===== config.mk =====
export PLATFORM = sky130hd
export DESIGN_NAME = lsu_exec_unit
export DESIGN_NICKNAME = d
export VERILOG_FILES = /design/src/rtl/lsu_exec_unit.sv
export SDC_FILE = /design/constraint.sdc
export NUM_CORES = 1
export LEC_CHECK = 0
export ABC_AREA = 1
export CAP_MARGIN = 40
export CORE_UTILIZATION = 45
export CTS_CLUSTER_SIZE = 24
export DETAILED_ROUTE_END_ITERATION = 10
export PLACE_DENSITY = 0.86
export RECOVER_POWER = 50
export SETUP_SLACK_MARGIN = 0.3
export SYNTH_ARGS = -nofsm -noshare
export SYNTH_HDL_FRONTEND = slang
export SYNTH_SLANG_ARGS = --single-unit

===== constraint.sdc =====
create_clock -name clk -period 6.6 [get_ports clk]
set_clock_uncertainty 0.1 [all_clocks]
set_input_delay 1.32 -clock clk [delete_from_list [all_inputs] [get_ports clk]]
set_output_delay 1.32 -clock clk [all_outputs]
set_load 0.01 [all_outputs]

===== src/rtl/lsu_exec_unit.sv =====
// Load/store execution stage: effective address, store-buffer write, D-cache load, CDB writeback.
// Optional feature macro: LSU_MISALIGN_TRAP_EN (misaligned H/W accesses raise wb_exc_o).
package lsu_pkg;
    typedef struct packed {
        logic        is_load;
        logic        is_store;
        logic [31:0] imm;
        logic [1:0]  mem_size;
        logic        mem_unsigned;
    } uop_t;
endpackage

module lsu_exec_unit
    import lsu_pkg::*;
#(
    parameter int DATA_W = 32,
    parameter int TAG_W  = 6,
    parameter int SB_W   = 4
) (
    input  logic              clk,
    input  logic              rst,
    input  logic              flush_i,
    input  logic              lsu_en,
    input  uop_t              lsu_uop,
    input  logic [DATA_W-1:0] lsu_v1,
    input  logic [DATA_W-1:0] lsu_v2,
    input  logic [TAG_W-1:0]  lsu_dst,
    input  logic [SB_W-1:0]   lsu_sb_id,
    output logic              fu_ready_o,
    output logic              sb_wr_valid_o,
    output logic [SB_W-1:0]   sb_wr_id_o,
    output logic [DATA_W-1:0] sb_wr_addr_o,
    output logic [DATA_W-1:0] sb_wr_data_o,
    output logic [3:0]        sb_wr_mask_o,
    output logic              dc_req_valid_o,
    input  logic              dc_req_ready_i,
    output logic [DATA_W-1:0] dc_req_addr_o,
    input  logic              dc_rsp_valid_i,
    input  logic [DATA_W-1:0] dc_rsp_data_i,
    output logic              wb_valid_o,
    input  logic              wb_ready_i,
    output logic [TAG_W-1:0]  wb_tag_o,
    output logic [DATA_W-1:0] wb_data_o,
    output logic              wb_exc_o
);

    typedef enum logic [2:0] {IDLE, LD_REQ, LD_WAIT, WB, DRAIN} state_t;

    state_t              state, state_nx;
    logic [DATA_W-1:0]   ea;
    logic                is_h, is_w, mis, trap, accept, is_ld, is_st;
    logic [1:0]          lo;
    logic [DATA_W-1:2]   waddr_q;
    logic [1:0]          lo_q, size_q;
    logic                uns_q, exc_q;
    logic [TAG_W-1:0]    tag_q;
    logic [DATA_W-1:0]   data_q, ld_val;
    logic [7:0]          rsp_b;
    logic [15:0]         rsp_h;

    // Address generation, alignment and misalignment detection for the issuing uop
    always_comb begin
        ea    = lsu_v1 + DATA_W'(lsu_uop.imm);
        is_h  = (lsu_uop.mem_size == 2'd1);
        is_w  = lsu_uop.mem_size[1];
        is_ld = lsu_uop.is_load;
        is_st = lsu_uop.is_store & ~lsu_uop.is_load;
        mis   = (is_h & ea[0]) | (is_w & (ea[1:0] != 2'b00));
`ifdef LSU_MISALIGN_TRAP_EN
        trap  = mis & (is_ld | is_st);
        lo    = ea[1:0];
`else
        trap  = 1'b0;
        lo    = is_w ? 2'b00 : (is_h ? {ea[1], 1'b0} : ea[1:0]);
`endif
    end

    // Lane extraction and sign/zero extension of the returned load word
    always_comb begin
        rsp_b = dc_rsp_data_i[{lo_q, 3'b000} +: 8];
        rsp_h = dc_rsp_data_i[{lo_q[1], 4'b0000} +: 16];
        if (size_q[1])
            ld_val = dc_rsp_data_i;
        else if (size_q == 2'd1)
            ld_val = {{(DATA_W-16){~uns_q & rsp_h[15]}}, rsp_h};
        else
            ld_val = {{(DATA_W-8){~uns_q & rsp_b[7]}}, rsp_b};
    end

    // Next-state logic and all port outputs
    always_comb begin
        state_nx       = state;
        fu_ready_o     = (state == IDLE) & ~flush_i;
        accept         = lsu_en & fu_ready_o;
        sb_wr_valid_o  = accept & is_st & ~trap;
        sb_wr_id_o     = '0;
        sb_wr_addr_o   = '0;
        sb_wr_data_o   = '0;
        sb_wr_mask_o   = '0;
        dc_req_valid_o = (state == LD_REQ) & ~flush_i;
        dc_req_addr_o  = '0;
        wb_valid_o     = (state == WB) & ~flush_i;
        wb_tag_o       = '0;
        wb_data_o      = '0;
        wb_exc_o       = 1'b0;
        if (sb_wr_valid_o) begin
            sb_wr_id_o   = lsu_sb_id;
            sb_wr_addr_o = {ea[DATA_W-1:2], 2'b00};
            if (is_w) begin
                sb_wr_mask_o = 4'hF;
                sb_wr_data_o = lsu_v2;
            end else if (is_h) begin
                sb_wr_mask_o = 4'b0011 << lo;
                sb_wr_data_o = {(DATA_W/16){lsu_v2[15:0]}};
            end else begin
                sb_wr_mask_o = 4'b0001 << lo;
                sb_wr_data_o = {(DATA_W/8){lsu_v2[7:0]}};
            end
        end
        if (state == LD_REQ)
            dc_req_addr_o = {waddr_q, 2'b00};
        if (state == WB) begin
            wb_tag_o  = tag_q;
            wb_data_o = data_q;
            wb_exc_o  = exc_q;
        end
        unique case (state)
            IDLE:
                if (accept)
                    state_nx = (is_ld & ~trap) ? LD_REQ : WB;
            LD_REQ:
                if (flush_i)
                    state_nx = IDLE;
                else if (dc_req_ready_i)
                    state_nx = LD_WAIT;
            LD_WAIT:
                if (dc_rsp_valid_i)
                    state_nx = flush_i ? IDLE : WB;
                else if (flush_i)
                    state_nx = DRAIN;
            WB:
                if (flush_i | wb_ready_i)
                    state_nx = IDLE;
            DRAIN:
                if (dc_rsp_valid_i)
                    state_nx = IDLE;
            default:
                state_nx = IDLE;
        endcase
    end

    // State register plus the latched op context and load result
    always_ff @(posedge clk or posedge rst) begin
        if (rst) begin
            state   <= IDLE;
            waddr_q <= '0;
            lo_q    <= '0;
            size_q  <= '0;
            uns_q   <= 1'b0;
            exc_q   <= 1'b0;
            tag_q   <= '0;
            data_q  <= '0;
        end else begin
            state <= state_nx;
            if (accept) begin
                waddr_q <= ea[DATA_W-1:2];
                lo_q    <= lo;
                size_q  <= lsu_uop.mem_size;
                uns_q   <= lsu_uop.mem_unsigned;
                exc_q   <= trap;
                tag_q   <= lsu_dst;
                data_q  <= '0;
            end else if (state == LD_WAIT && dc_rsp_valid_i && !flush_i) begin
                data_q <= ld_val;
            end
        end
    end

endmodule


==> flow_summary_export.csv <==
group,metric,value,unit
yosys,ys_ff_latch,76,
critical_path,end_kind,"primary output",
place,place_congestion,0.962,
critical_path,cp_data_arrival_time,4.53,ns
critical_path,rrSetupSlack,3.01,ns
clock_network,cts_resized,0,
cells_and_area,fillers,1255,
power,cellPowerDensity,257,nW/um^2
critical_path,critPathLaunchType,"primary input",
routing,first_iter_violations,669,
yosys,synth_adder_area_share,0.0595,
timing,finalSetupViolations,0,
clock_network,clk_pin_slew,0.06,ns
clock_network,cts-root-buf,"clkbuf_16",
cells_and_area,fin_area,10200,um^2
global_routing,grt_usage,0.319,
global_routing,antenna_found_initial,1,
floorplan,num_io_pins,297,
yosys,avgSynthCellArea,5.94,um^2
cells_and_area,fin_nets,1608,
critical_path,crit_type,"in -> out",
place,hpwl,19.7,mm
global_routing,grt_pass1_vias,7836,
clock_network,cts_tree,"built",
floorplan,dieArea,15700,um^2
flow_run,max-cap-violations,2,
routing,detail-route-antenna-nets,0,
routing,routed_wl,24.8,mm
timing,setup-tns-final,0,ns
floorplan,die_y,125,um
timing,finalCritPeriodShare,0.901,
place,dp_slack,1.08,ns
timing,rsz0062_at_grt,"no",
clock_network,clock-sinks,76,
yosys,synth_compound_area_frac,0.140,
clock_network,cts_buffer_depth,2,
timing,finalHoldViolations,0,
yosys,synthMuxAreaShare,0,
global_routing,grt_max_degree,50,
yosys,synthesis.area,6850,um^2
routing,via_per_inst,5.16,
yosys,synth_top_family_by_area,"simple AND/OR/NAND/NOR gates",
routing,drc,19,
yosys,synth_cell_types,37,
power,leakagePower,0.00515,uW
cells_and_area,drive_gt1_frac,0.0294,
yosys,seq_area_frac_synth,0.278,
timing,maxSlewViolCount,91,
floorplan,die_w,125,um
status,violations,"DRC, capacitance limit, slew limit",
power,max-vdd-ir-drop,0.000152,V
yosys,syn_inst,1154,
status,run_status,"finished, violations left",
timing,max_slew_margin,-0.811,
cells_and_area,layout-area-overhead-vs-synth,48.6,%
yosys,synth-xor-area-share,0.0179,
place,io_buffer_count,291,
routing,vias,8332,
cells_and_area,final_common_cell,"nand2_1",
clock_network,clk_latency,0.34,ns
floorplan,core_area,14700,um^2
floorplan,start_util,0.466,
yosys,yosys_warnings,0,
power,finalPower,2620,uW
cells_and_area,mostFrequentLayoutCells,"323 x nand2_1, 261 x clkdlybuf4s50_1, 214 x nor2_1",
cells_and_area,area.sequential,1900,um^2
global_routing,grt_overflow,0,
clock_network,numCtsBuffers,9,
min_path,hp-class,"reg -> reg",
floorplan,rows,44,
cells_and_area,multi_input_area,3950,um^2
clock_network,cts_max_level,3,
timing,period_needed,5.95,ns
cells_and_area,antenna_cells,0,
yosys,synth-simple-area-share,0.357,
timing,fin_ws,0.651,ns
place,placed_cell_area,9890,um^2
routing,first_pass_iters,8,
clock_network,post-cts-setup-buffers,0,
critical_path,required,5.18,ns
critical_path,crit_fanout,24,
timing,fmax,168,MHz
routing,wl_per_cell,15.4,um
global_routing,grt_pass1_wl,39.8,mm
timing,tightest_slew,2.72,ns
clock_network,cts-hold-fix-buffers,0,
power by group:
group          switching (uW)  total [uW]  internal [uW]
clock network             224         563            339
logic                     776        1280            502
registers                 104         780            676
metal layers:
layer | GRT usage | part of all wire | vias to the layer above
li1 | - | - | 4090
met1 | 0.409 | 0.41 | 3749
met2 | 0.524 | 0.47 | 425
met3 | 0.0603 | 0.080 | 66
met4 | 0.137 | 0.036 | 2
met5 | 0 | 0.00044 | -
state kept, by name, summed over array words and instances (netlist names):
register	count
tag_q	6
uns_q	1
waddr_q	30
lo_q	2
state	3
data_q	32
size_q	2
cells by family after synthesis:
| kind of cell | Yosys count |
|---|---|
| adders and majority gates | 32 |
| xor gates and xnor gates | 14 |
| and+or+nand+nor | 612 |
| DFF | 76 |
| other | 1 |
| buffers and inverters | 258 |
| AOI/OAI and AO/OA | 161 |
through the flow:
stage | utilization | instances | hold slack, ns
CTS | 0.696 | 1615 | 0.385
floorplan | - | 1158 | 0.349
finish | 0.693 | 1615 | 0.384
global placement | 0.671 | 1598 | 0.366
global route | 0.693 | 1615 | 0.404
detailed placement | 0.673 | 1599 | 0.367
cells in the mapped netlist (all sizes together):
library cell | number | share of area
o21ai | 68 | 0.051
o211ai | 16 | 0.025
xor2 | 3 | 0.0038
o21bai | 3 | 0.0033
fa | 1 | 0.0029
buf | 21 | 0.018
inv | 213 | 0.12
ha | 31 | 0.057
nor3 | 11 | 0.0088
a22oi | 2 | 0.0022
a31oi | 6 | 0.0055
xnor2 | 11 | 0.014
clkinv | 2 | 0.0011
nor4 | 4 | 0.0037
nor2 | 216 | 0.12
nand3 | 41 | 0.030
a21oi | 43 | 0.031
clkbuf | 22 | 0.012
dfrtp | 76 | 0.28
conb | 1 | 0.00055
o22ai | 23 | 0.021
nand3b | 7 | 0.0077
or2 | 4 | 0.0037
nand4 | 3 | 0.0027
nand2 | 326 | 0.18
worst max-delay path, stage by stage:
cell	delay, ns
dlygate4sd3_1	0.67
nor2_1	0.18
nand2_1	0.42
inv_1	0.83
nand3_1	0.35
nor2_1	0.19
clkdlybuf4s50_1	0.56
final timing paths:
path                                  from  depth (start not counted)          endpoint
worst min register to register  waddr_q[9]                          2        waddr_q[9]
worst max register to register    state[0]                          8        data_q[31]
worst min-delay path            waddr_q[9]                          2        waddr_q[9]
min in group asynchronous              rst                          2        data_q[17]
worst max-delay path               flush_i                          7  sb_wr_addr_o[17]
max in group asynchronous              rst                          3           lo_q[1]
area by class of cell:
class / count / area share
inverter: 215 / 0.0793
clock inverter: 7 / 0.0104
sequential: 76 / 0.187
clock buffer: 9 / 0.0221
tap: 184 / 0.0226
timing repair buffer: 300 / 0.291
multi-input combinational: 824 / 0.388
Power figures use the tool's default switching activity.
